`src/rtl/multi_cycle_ctrl_if.sv`:
```
// rtl/multi_cycle_ctrl_if.sv - IR/flag inputs and datapath control outputs of the multi-cycle sequencer
interface multi_cycle_ctrl_if #(parameter int ST_W = 3);
  logic [5:0]      OP;
  logic [5:0]      func;
  logic            zero;
  logic            sign;
  logic            overflow;
  logic            PCWre;
  logic            IRWre;
  logic            InsMemRW;
  logic            ALUSrcA;
  logic            ALUSrcB;
  logic            ExtSel;
  logic [2:0]      ALUOp;
  logic            RegDst;
  logic            RegWre;
  logic            DBDataSrc;
  logic            mRD;
  logic            mWR;
  logic [1:0]      PCSrc;
  logic            OvfErr;
  logic [ST_W-1:0] state;

  modport master (
    input  OP, func, zero, sign, overflow,
    output PCWre, IRWre, InsMemRW, ALUSrcA, ALUSrcB, ExtSel, ALUOp, RegDst,
           RegWre, DBDataSrc, mRD, mWR, PCSrc, OvfErr, state
  );

  modport slave (
    output OP, func, zero, sign, overflow,
    input  PCWre, IRWre, InsMemRW, ALUSrcA, ALUSrcB, ExtSel, ALUOp, RegDst,
           RegWre, DBDataSrc, mRD, mWR, PCSrc, OvfErr, state
  );
endinterface

```
`src/rtl/multi_cycle_ctrl.sv`:
```
// rtl/multi_cycle_ctrl.sv - multi-cycle IF/ID/EXE/MEM/WB sequencer for the MIPS-subset datapath
module multi_cycle_ctrl #(
  parameter int         ST_W    = 3,
  parameter logic [5:0] HALT_OP = 6'b111111
) (
  input logic              CLK,
  input logic              Reset,
  multi_cycle_ctrl_if.master bus
);
  typedef enum logic [ST_W-1:0] {
    sIF     = 3'b000,
    sID     = 3'b001,
    sEXE_LS = 3'b010,
    sMEM    = 3'b011,
    sWB_L   = 3'b100,
    sEXE_BR = 3'b101,
    sEXE_AL = 3'b110,
    sWB_AL  = 3'b111
  } stateT;

  stateT state;
  logic  ovfQ;
  logic  ovfErr;

  logic isR, isAddiu, isAndi, isOri, isSlti, isLw, isSw;
  logic isBeq, isBne, isBltz, isJ, isHalt, isAlu, isBr, isNop;
  logic fAdd, fSub, fAddu, fAnd, fOr, fNor, fSll;

  assign isR     = bus.OP == 6'b000000;
  assign isAddiu = bus.OP == 6'b001001;
  assign isAndi  = bus.OP == 6'b001100;
  assign isOri   = bus.OP == 6'b001101;
  assign isSlti  = bus.OP == 6'b001010;
  assign isLw    = bus.OP == 6'b100011;
  assign isSw    = bus.OP == 6'b101011;
  assign isBeq   = bus.OP == 6'b000100;
  assign isBne   = bus.OP == 6'b000101;
  assign isBltz  = bus.OP == 6'b000001;
  assign isJ     = bus.OP == 6'b000010;
  assign isHalt  = bus.OP == HALT_OP;
  assign isAlu   = isR | isAddiu | isAndi | isOri | isSlti;
  assign isBr    = isBeq | isBne | isBltz;
  assign isNop   = !(isAlu | isLw | isSw | isBr | isJ | isHalt);

  assign fAdd  = bus.func == 6'b100000;
  assign fAddu = bus.func == 6'b100001;
  assign fSub  = bus.func == 6'b100010;
  assign fAnd  = bus.func == 6'b100100;
  assign fOr   = bus.func == 6'b100101;
  assign fNor  = bus.func == 6'b100111;
  assign fSll  = bus.func == 6'b000000;

  always_ff @(posedge CLK or negedge Reset) begin
    if (!Reset) begin
      state  <= sIF;
      ovfQ   <= 1'b0;
      ovfErr <= 1'b0;
    end else begin
      // Only signed R-type add/sub trap; ovfQ lives exactly through sWB_AL.
      ovfQ <= (state == sEXE_AL) && bus.overflow && isR && (fAdd || fSub);
      if (ovfQ) ovfErr <= 1'b1;
      case (state)
        sIF:     state <= sID;
        sID: begin
          if (isAlu)            state <= sEXE_AL;
          else if (isLw || isSw) state <= sEXE_LS;
          else if (isBr)        state <= sEXE_BR;
          else if (isHalt)      state <= sID;
          else                  state <= sIF;
        end
        sEXE_AL: state <= sWB_AL;
        sWB_AL:  state <= sIF;
        sEXE_LS: state <= sMEM;
        sMEM:    state <= isLw ? sWB_L : sIF;
        sWB_L:   state <= sIF;
        sEXE_BR: state <= sIF;
        default: state <= sIF;
      endcase
    end
  end

  logic       pcWre, irWre, regWre, regDst, dbDataSrc, memRd, memWr, brTaken;
  logic [1:0] pcSrc;
  logic [2:0] aluOp;

  assign brTaken = (isBeq && bus.zero) || (isBne && !bus.zero) || (isBltz && bus.sign);

  always_comb begin
    pcWre     = 1'b0;
    irWre     = 1'b0;
    regWre    = 1'b0;
    regDst    = 1'b0;
    dbDataSrc = 1'b0;
    memRd     = 1'b0;
    memWr     = 1'b0;
    pcSrc     = 2'b00;
    case (state)
      sIF: irWre = 1'b1;
      sID: begin
        pcWre = isJ || isNop;
        if (isJ)         pcSrc = 2'b10;
        else if (isHalt) pcSrc = 2'b11;
      end
      sMEM: begin
        memRd = isLw;
        memWr = isSw;
        pcWre = !isLw;
      end
      sWB_L: begin
        regWre    = 1'b1;
        dbDataSrc = 1'b1;
        pcWre     = 1'b1;
      end
      sEXE_BR: begin
        pcWre = 1'b1;
        pcSrc = brTaken ? 2'b01 : 2'b00;
      end
      sWB_AL: begin
        regWre = !ovfQ;
        regDst = isR;
        pcWre  = 1'b1;
      end
      default: ;
    endcase
    // Reset must suppress every write strobe even though it is sampled asynchronously.
    if (!Reset) begin
      pcWre  = 1'b0;
      irWre  = 1'b0;
      regWre = 1'b0;
      memRd  = 1'b0;
      memWr  = 1'b0;
    end
  end

  always_comb begin
    aluOp = 3'b000;
    if (isR) begin
      if (fSub)       aluOp = 3'b001;
      else if (fSll)  aluOp = 3'b010;
      else if (fOr)   aluOp = 3'b011;
      else if (fAnd)  aluOp = 3'b100;
      else if (fAddu) aluOp = 3'b101;
      else if (fNor)  aluOp = 3'b111;
    end else if (isBr)   aluOp = 3'b001;
    else if (isOri)      aluOp = 3'b011;
    else if (isAndi)     aluOp = 3'b100;
    else if (isSlti)     aluOp = 3'b110;
  end

  assign bus.PCWre     = pcWre;
  assign bus.IRWre     = irWre;
  assign bus.InsMemRW  = 1'b1;
  assign bus.ALUSrcA   = isR && fSll;
  assign bus.ALUSrcB   = isAddiu || isAndi || isOri || isSlti || isLw || isSw;
  assign bus.ExtSel    = !(isAndi || isOri);
  assign bus.ALUOp     = aluOp;
  assign bus.RegDst    = regDst;
  assign bus.RegWre    = regWre;
  assign bus.DBDataSrc = dbDataSrc;
  assign bus.mRD       = memRd;
  assign bus.mWR       = memWr;
  assign bus.PCSrc     = pcSrc;
  assign bus.OvfErr    = ovfErr;
  assign bus.state     = state;
endmodule
```
`src/flat_wrapper.sv`:
```
// flat-port wrapper written by rule: the top's interface ports become plain ports
module multi_cycle_ctrl_flat 
#(
  parameter int         ST_W    = 3,
  parameter logic [5:0] HALT_OP = 6'b111111
)
  (CLK, Reset, bus_OP, bus_func, bus_zero, bus_sign, bus_overflow, bus_PCWre, bus_IRWre, bus_InsMemRW, bus_ALUSrcA, bus_ALUSrcB, bus_ExtSel, bus_ALUOp, bus_RegDst, bus_RegWre, bus_DBDataSrc, bus_mRD, bus_mWR, bus_PCSrc, bus_OvfErr, bus_state);
  multi_cycle_ctrl_if #(.ST_W(ST_W)) bus_i ();
  input logic CLK;
  input logic Reset;
  input wire logic [$bits(bus_i.OP)-1:0] bus_OP;
  input wire logic [$bits(bus_i.func)-1:0] bus_func;
  input wire logic [$bits(bus_i.zero)-1:0] bus_zero;
  input wire logic [$bits(bus_i.sign)-1:0] bus_sign;
  input wire logic [$bits(bus_i.overflow)-1:0] bus_overflow;
  output wire logic [$bits(bus_i.PCWre)-1:0] bus_PCWre;
  output wire logic [$bits(bus_i.IRWre)-1:0] bus_IRWre;
  output wire logic [$bits(bus_i.InsMemRW)-1:0] bus_InsMemRW;
  output wire logic [$bits(bus_i.ALUSrcA)-1:0] bus_ALUSrcA;
  output wire logic [$bits(bus_i.ALUSrcB)-1:0] bus_ALUSrcB;
  output wire logic [$bits(bus_i.ExtSel)-1:0] bus_ExtSel;
  output wire logic [$bits(bus_i.ALUOp)-1:0] bus_ALUOp;
  output wire logic [$bits(bus_i.RegDst)-1:0] bus_RegDst;
  output wire logic [$bits(bus_i.RegWre)-1:0] bus_RegWre;
  output wire logic [$bits(bus_i.DBDataSrc)-1:0] bus_DBDataSrc;
  output wire logic [$bits(bus_i.mRD)-1:0] bus_mRD;
  output wire logic [$bits(bus_i.mWR)-1:0] bus_mWR;
  output wire logic [$bits(bus_i.PCSrc)-1:0] bus_PCSrc;
  output wire logic [$bits(bus_i.OvfErr)-1:0] bus_OvfErr;
  output wire logic [$bits(bus_i.state)-1:0] bus_state;
  assign bus_i.OP = bus_OP;
  assign bus_i.func = bus_func;
  assign bus_i.zero = bus_zero;
  assign bus_i.sign = bus_sign;
  assign bus_i.overflow = bus_overflow;
  assign bus_PCWre = bus_i.PCWre;
  assign bus_IRWre = bus_i.IRWre;
  assign bus_InsMemRW = bus_i.InsMemRW;
  assign bus_ALUSrcA = bus_i.ALUSrcA;
  assign bus_ALUSrcB = bus_i.ALUSrcB;
  assign bus_ExtSel = bus_i.ExtSel;
  assign bus_ALUOp = bus_i.ALUOp;
  assign bus_RegDst = bus_i.RegDst;
  assign bus_RegWre = bus_i.RegWre;
  assign bus_DBDataSrc = bus_i.DBDataSrc;
  assign bus_mRD = bus_i.mRD;
  assign bus_mWR = bus_i.mWR;
  assign bus_PCSrc = bus_i.PCSrc;
  assign bus_OvfErr = bus_i.OvfErr;
  assign bus_state = bus_i.state;
  multi_cycle_ctrl #(.ST_W(ST_W), .HALT_OP(HALT_OP)) u_core (.CLK(CLK), .Reset(Reset), .bus(bus_i));
endmodule
```
`config.mk`:
```
export PLATFORM = sky130hd
export DESIGN_NAME = multi_cycle_ctrl_flat
export DESIGN_NICKNAME = d
export VERILOG_FILES = /design/src/rtl/multi_cycle_ctrl_if.sv /design/src/rtl/multi_cycle_ctrl.sv /design/src/flat_wrapper.sv
export SDC_FILE = /design/constraint.sdc
export NUM_CORES = 1
export LEC_CHECK = 0
export CAP_MARGIN = 10
export CORE_MARGIN = 2
export CORE_UTILIZATION = 44
export CTS_BUF_LIST = sky130_fd_sc_hd__clkbuf_8 sky130_fd_sc_hd__clkbuf_16
export DETAILED_ROUTE_END_ITERATION = 6
export PLACE_DENSITY = 0.85
export SYNTH_ARGS = -nofsm -noshare
export SYNTH_HDL_FRONTEND = slang
export SYNTH_SLANG_ARGS = --single-unit
export TNS_END_PERCENT = 10
```
`constraint.sdc`:
```
create_clock -name CLK -period 4.6 [get_ports CLK]
set_clock_uncertainty 0.05 [all_clocks]
set_input_delay 0.92 -clock CLK [delete_from_list [all_inputs] [get_ports CLK]]
set_output_delay 0.92 -clock CLK [all_outputs]
set_load 0.02 [all_outputs]
```
==> impl_metrics.ini, run 1 <==
[outcome]
outcome = complete, no violations

[timing]
setup_viol = 0
period_share_pct = 88.0
worstMarginPinSlew_ps = 574
hold_slack_ps = 409
setup-tns-final_ps = 0
hold_violations = 0
slew_headroom_pct = 61.6
fin_crit_ps = 4050
fin_ws_ps = 552
slew_viol_final = 0
rsz0062_at_grt = no
max_clock_freq_mhz = 247

[hold_path]
min_path_cells = 1
min_delay_worst_endpoint = u_core.bus.OvfErr$_DFFE_PN0P_
hp-start = u_core.bus.OvfErr$_DFFE_PN0P_
hold_path_class = reg2reg

[finish]
syn_to_final_growth_pct = 44.4
layout-drive-gt1-share_pct = 13.7
fill_cells = 149
final_cell_mix = clkdlybuf4s50_1 (35), nor2_1 (8), nand3_1 (8)
final_common_cell = clkdlybuf4s50_1
antenna_cells = 0
final_net_count = 149

[run]
maxCapViolations = 0

[drt]
drt_pass1_iterations = 4
wire_per_inst_um = 13.0
detail_route.vias_per_cell = 5.54
ant_nets = 0
totalWireLength_mm = 2.02
drtIter0Drc = 19
drc = 0
num_vias = 864

[synthesis]
netlist_instances = 101
synth_fp_nets = 118
synthFlopType = dfrtp_1
synthDistinctLibCells = 49
yosysTopAreaCellShare_pct = 15.6
synth_area_um2 = 800
avgSynthCellArea_um2 = 7.92
netlist_top_cells_area = dfrtp_1 (16%), nand3_1 (5.0%), buf_6 (4.2%)
yosysTopAreaCell = dfrtp_1
yosysSeqAreaShare_pct = 15.6
synthArstFlopShare_pct = 100
yosysWarnings = 0
synth-seq-cells = 5
synth_edf_count = 0

[clocking]
cts-root-buf = clkbuf_8
worstSkewPairLatency_ps = 220
cts_resized = 0
cts_tree = yes
clk_path_buf_depth = 2
postCtsHoldBufs = 0
numCtsBuffers = 3
cts_sinks = 5
clk_pin_slew_ps = 30
cts_setup_buffers = 0
ctsHtreeMaxLevel = 1

[place]
pre_cts_slack_ps = 560
gp_congestion = 0.822
dp_hpwl_mm = 1.53
io_buffers = 35

[floorplan]
rows = 15
core_area_um2 = 1730
die-area_um2 = 2170
chipWidth_um = 46.6
ioPinCount = 37
die_h_um = 46.6
start_util_pct = 46.3

[critical_path]
startpoint_type = primary input
startpoint = bus_OP[0]
crit_slowest_cell = clkdlybuf4s50_1
cpMostUsedCell = clkdlybuf4s50_1
critical_path_arrival_ps = 3080
critPathKind = in2out
reg2reg_slack_ps = 3180
crit_path_max_fanout = 13
worst_r2r_path_depth = 4
crit_chain = clkdlybuf4s50_1 > nor3_2 > nand3_1 > a2bb2oi_1 > o2bb2ai_1 > clkdlybuf4s50_1
r2r-end = u_core.bus.state[2]$_DFF_PN0_
required_ps = 3630
cp-end-kind = primary output
r2r-start = u_core.bus.state[2]$_DFF_PN0_
slowest_delay_ps = 650

[grt]
grt_max_degree = 16
grt_use_total_pct = 20.3
grt_overflow_total = 0
grt_pass1_vias = 762
antenna_found_initial = 0
grt_pass1_wl_mm = 3.21

[power_and_ir_drop]
pwr_density_cell_nw_per_um2 = 310
ir_drop_mv = 0.145
p_leak_uw = 0.000401
[critical path, delay by kind of cell]
family | cells | cell delay [ps]
compound gates | 2 | 340
buf+inv | 2 | 1270
simple gates | 2 | 550
[where the power goes]
part | internal (µW) | total (µW) | switching (µW) | leakage (µW)
logic | 96.7 | 197 | 99.8 | 0.000308
registers | 54.2 | 81.8 | 27.6 | 0.0000665
clock network | 57.3 | 79.8 | 22.5 | 0.0000269
total | 208 | 358 | 150 | 0.000401
[layout make-up]
cell class / instances / area (µm²) / share of cell area (%)
Inverter: 3 / 11.3 / 0.975
Clock inverter: 1 / 3.75 / 0.325
Tap cell: 25 / 31.3 / 2.71
Sequential cell: 5 / 125 / 10.8
Timing Repair Buffer: 35 / 350 / 30.3
Multi-Input combinational cell: 84 / 592 / 51.2
Clock buffer: 3 / 41.3 / 3.58
[cells by family (layout without fill, tap and decap cells)]
kind of cell,count (synthesis),after routing,share of synthesized area (%)
AO/OA/AOI/OAI,23,23,19.3
XOR/XNOR,4,4,4.38
buffers and inverters,12,42,10.3
flip-flops,5,5,15.6
other,1,1,0.469
AND/OR/NAND/NOR,56,56,49.9
[synth_stat cells, types with 2 or more instances]
library cell  number
nand2b_1           2
nor2b_1            3
a31oi_1            3
xnor2_1            3
buf_4              3
a21oi_1            6
nor3b_1            2
nand3_1            8
inv_1              3
nor3_2             2
o21ai_0            5
nor3_1             3
nor2_1             8
nor2_2             2
or2_2              2
buf_2              3
dfrtp_1            5
nand2_1            4
buf_6              3
or4b_1             2
[worst max-delay path by stage]
stage / end / slack [ps] / depth (start not counted)
after floorplan: bus_mWR / 1500 / 4
after global placement: bus_PCWre / 610 / 6
after detailed placement: bus_PCWre / 560 / 6
after CTS: bus_PCWre / 560 / 6
after global routing: bus_PCWre / 380 / 6
final: bus_PCWre / 550 / 6
[layer usage]
metal  up-vias  wire length, µm  global-route usage, %
met3         4               63                   1.18
met2        29              985                   35.0
li1        429                -                      -
met5         -                0                      0
met4         0               32                   8.33
met1       402              941                   26.0
[through the flow]
| step | util (%) | instances | cell area (µm²) | total power (µW) |
|---|---|---|---|---|
| after global placement | 64.3 | 152 | 1110 | 273 |
| after CTS | 66.9 | 156 | 1150 | 360 |
| after detailed placement | 64.3 | 152 | 1110 | 278 |
| final | 66.9 | 156 | 1150 | 358 |
| after global routing | 66.9 | 156 | 1150 | 383 |
| after floorplan | - | 101 | 800 | 210 |
[registers in the layout, indices dropped and copies added, names as in the netlist]
| register | count |
|---|---|
| u_core.bus.state | 3 |
| u_core.ovfQ | 1 |
| u_core.bus.OvfErr | 1 |
(Power assumes the default switching activity.)
==> run 2, diff against run 1 <==
CORE_MARGIN = not set   (was 2)
==> impl_metrics.ini, run 2 (synthesis gave the netlist of run 1 again) <==
[drt]
drc = 0
ant_nets = 0
wire_per_inst_um = 13.4
drtIter0Drc = 15
drt_pass1_iterations = 4
num_vias = 865
detail_route.vias_per_cell = 5.54
totalWireLength_mm = 2.09

[grt]
grt_pass1_vias = 785
grt_pass1_wl_mm = 3.44
grt_overflow_total = 0
grt_use_total_pct = 23.1
grt_max_degree = 16
antenna_found_initial = 0

[critical_path]
r2r-start = u_core.bus.state[2]$_DFF_PN0_
required_ps = 3630
startpoint = bus_OP[1]
reg2reg_slack_ps = 3200
startpoint_type = primary input
worst_r2r_path_depth = 4
crit_path_max_fanout = 14
critPathKind = in2out
critical_path_arrival_ps = 3120
r2r-end = u_core.bus.state[2]$_DFF_PN0_
cp-end-kind = primary output
endpoint = bus_mWR

[clocking]
postCtsHoldBufs = 0
cts-root-buf = clkbuf_8
worstSkewPairLatency_ps = 220
clk_path_buf_depth = 2
cts_setup_buffers = 0
clk_pin_slew_ps = 30
cts_tree = yes
numCtsBuffers = 3
cts_resized = 0
cts_sinks = 5
ctsHtreeMaxLevel = 1

[floorplan]
die_h_um = 44.6
ioPinCount = 37
die-area_um2 = 1990
chipWidth_um = 44.6
start_util_pct = 46.8
rows = 15
core_area_um2 = 1710

[timing]
hold_slack_ps = 404
fin_crit_ps = 4090
setup_viol = 0
rsz0062_at_grt = no
period_share_pct = 89.0
slew_headroom_pct = 61.1
hold_violations = 0
slew_viol_final = 0
worstMarginPinSlew_ps = 581
max_clock_freq_mhz = 244
setup-tns-final_ps = 0

[finish]
stdcell_area_um2 = 1150
syn_to_final_growth_pct = 44.4
largest_reg_flops = 3
layout-drive-gt1-share_pct = 13.7
final_cell_mix = clkdlybuf4s50_1 (35), nor2_1 (8), nand3_1 (8)
regMostFlops = u_core.bus.state
final_net_count = 149
final_common_cell = clkdlybuf4s50_1
antenna_cells = 0

[power_and_ir_drop]
pwr_density_cell_nw_per_um2 = 309
ir_drop_mv = 0.147
p_leak_uw = 0.000401

[place]
gp_congestion = 0.809
io_buffers = 35
dp_hpwl_mm = 1.59
postPlaceCellArea_um2 = 1110

[outcome]
outcome = complete, no violations

[hold_path]
min_path_cells = 1
hold_path_class = reg2reg
hp-start = u_core.bus.OvfErr$_DFFE_PN0P_

[run]
maxCapViolations = 0
==> run 2: worst max-delay path, cell delays in order <==
cell and delay [ps]:
clkdlybuf4s50_1 840, and2_4 280, nand3_1 80, nor4b_1 340, clkdlybuf4s50_1 660
==> run 2: routing by layer <==
metal	GRT usage (%)	up-vias	wire, µm
met5	0	-	0
met4	9.09	0	9
met3	1.22	2	141
met2	41.8	31	1080
met1	28.3	400	854
li1	-	432	-
==> run 2: final cells by class <==
cell class	instances	area, µm²
multi-input cells	84	592
clock buffers	3	41.3
repair buffers	35	350
inverters	3	11.3
well taps	25	31.3
fillers	151	553
flip-flops and latches	5	125
clock inverters	1	3.75
==> run 2: how the worst min path moves through the flow <==
| stage | to | slack, ps |
|---|---|---|
| after global placement | u_core.bus.OvfErr$_DFFE_PN0P_ | 400 |
| after floorplan | u_core.bus.OvfErr$_DFFE_PN0P_ | 380 |
| after CTS | u_core.bus.OvfErr$_DFFE_PN0P_ | 410 |
| final | u_core.bus.OvfErr$_DFFE_PN0P_ | 400 |
| after global routing | u_core.bus.OvfErr$_DFFE_PN0P_ | 420 |
| after detailed placement | u_core.bus.OvfErr$_DFFE_PN0P_ | 400 |
==> run 2: power by group <==
| part | internal (µW) | switching (µW) |
|---|---|---|
| sequential | 54.3 | 26.9 |
| combinational | 96.7 | 101 |
| clock | 57.1 | 21.1 |
==> run 2: per-stage QoR <==
| stage | worst slack, ps | instances | util, % | power, µW |
|---|---|---|---|---|
| after floorplan | 1500 | 101 | - | 210 |
| after global placement | 610 | 152 | 65.0 | 273 |
| after detailed placement | 498 | 152 | 65.0 | 279 |
| after CTS | 499 | 156 | 67.6 | 361 |
| after global routing | 333 | 156 | 67.6 | 383 |
| final | 507 | 156 | 67.6 | 357 |
==> run 3, diff against run 2 <==
CTS_CLUSTER_SIZE = 12   (was not set)
==> results of run 3 <==
Final layout, timing and power as in run 2 (identical DEF).
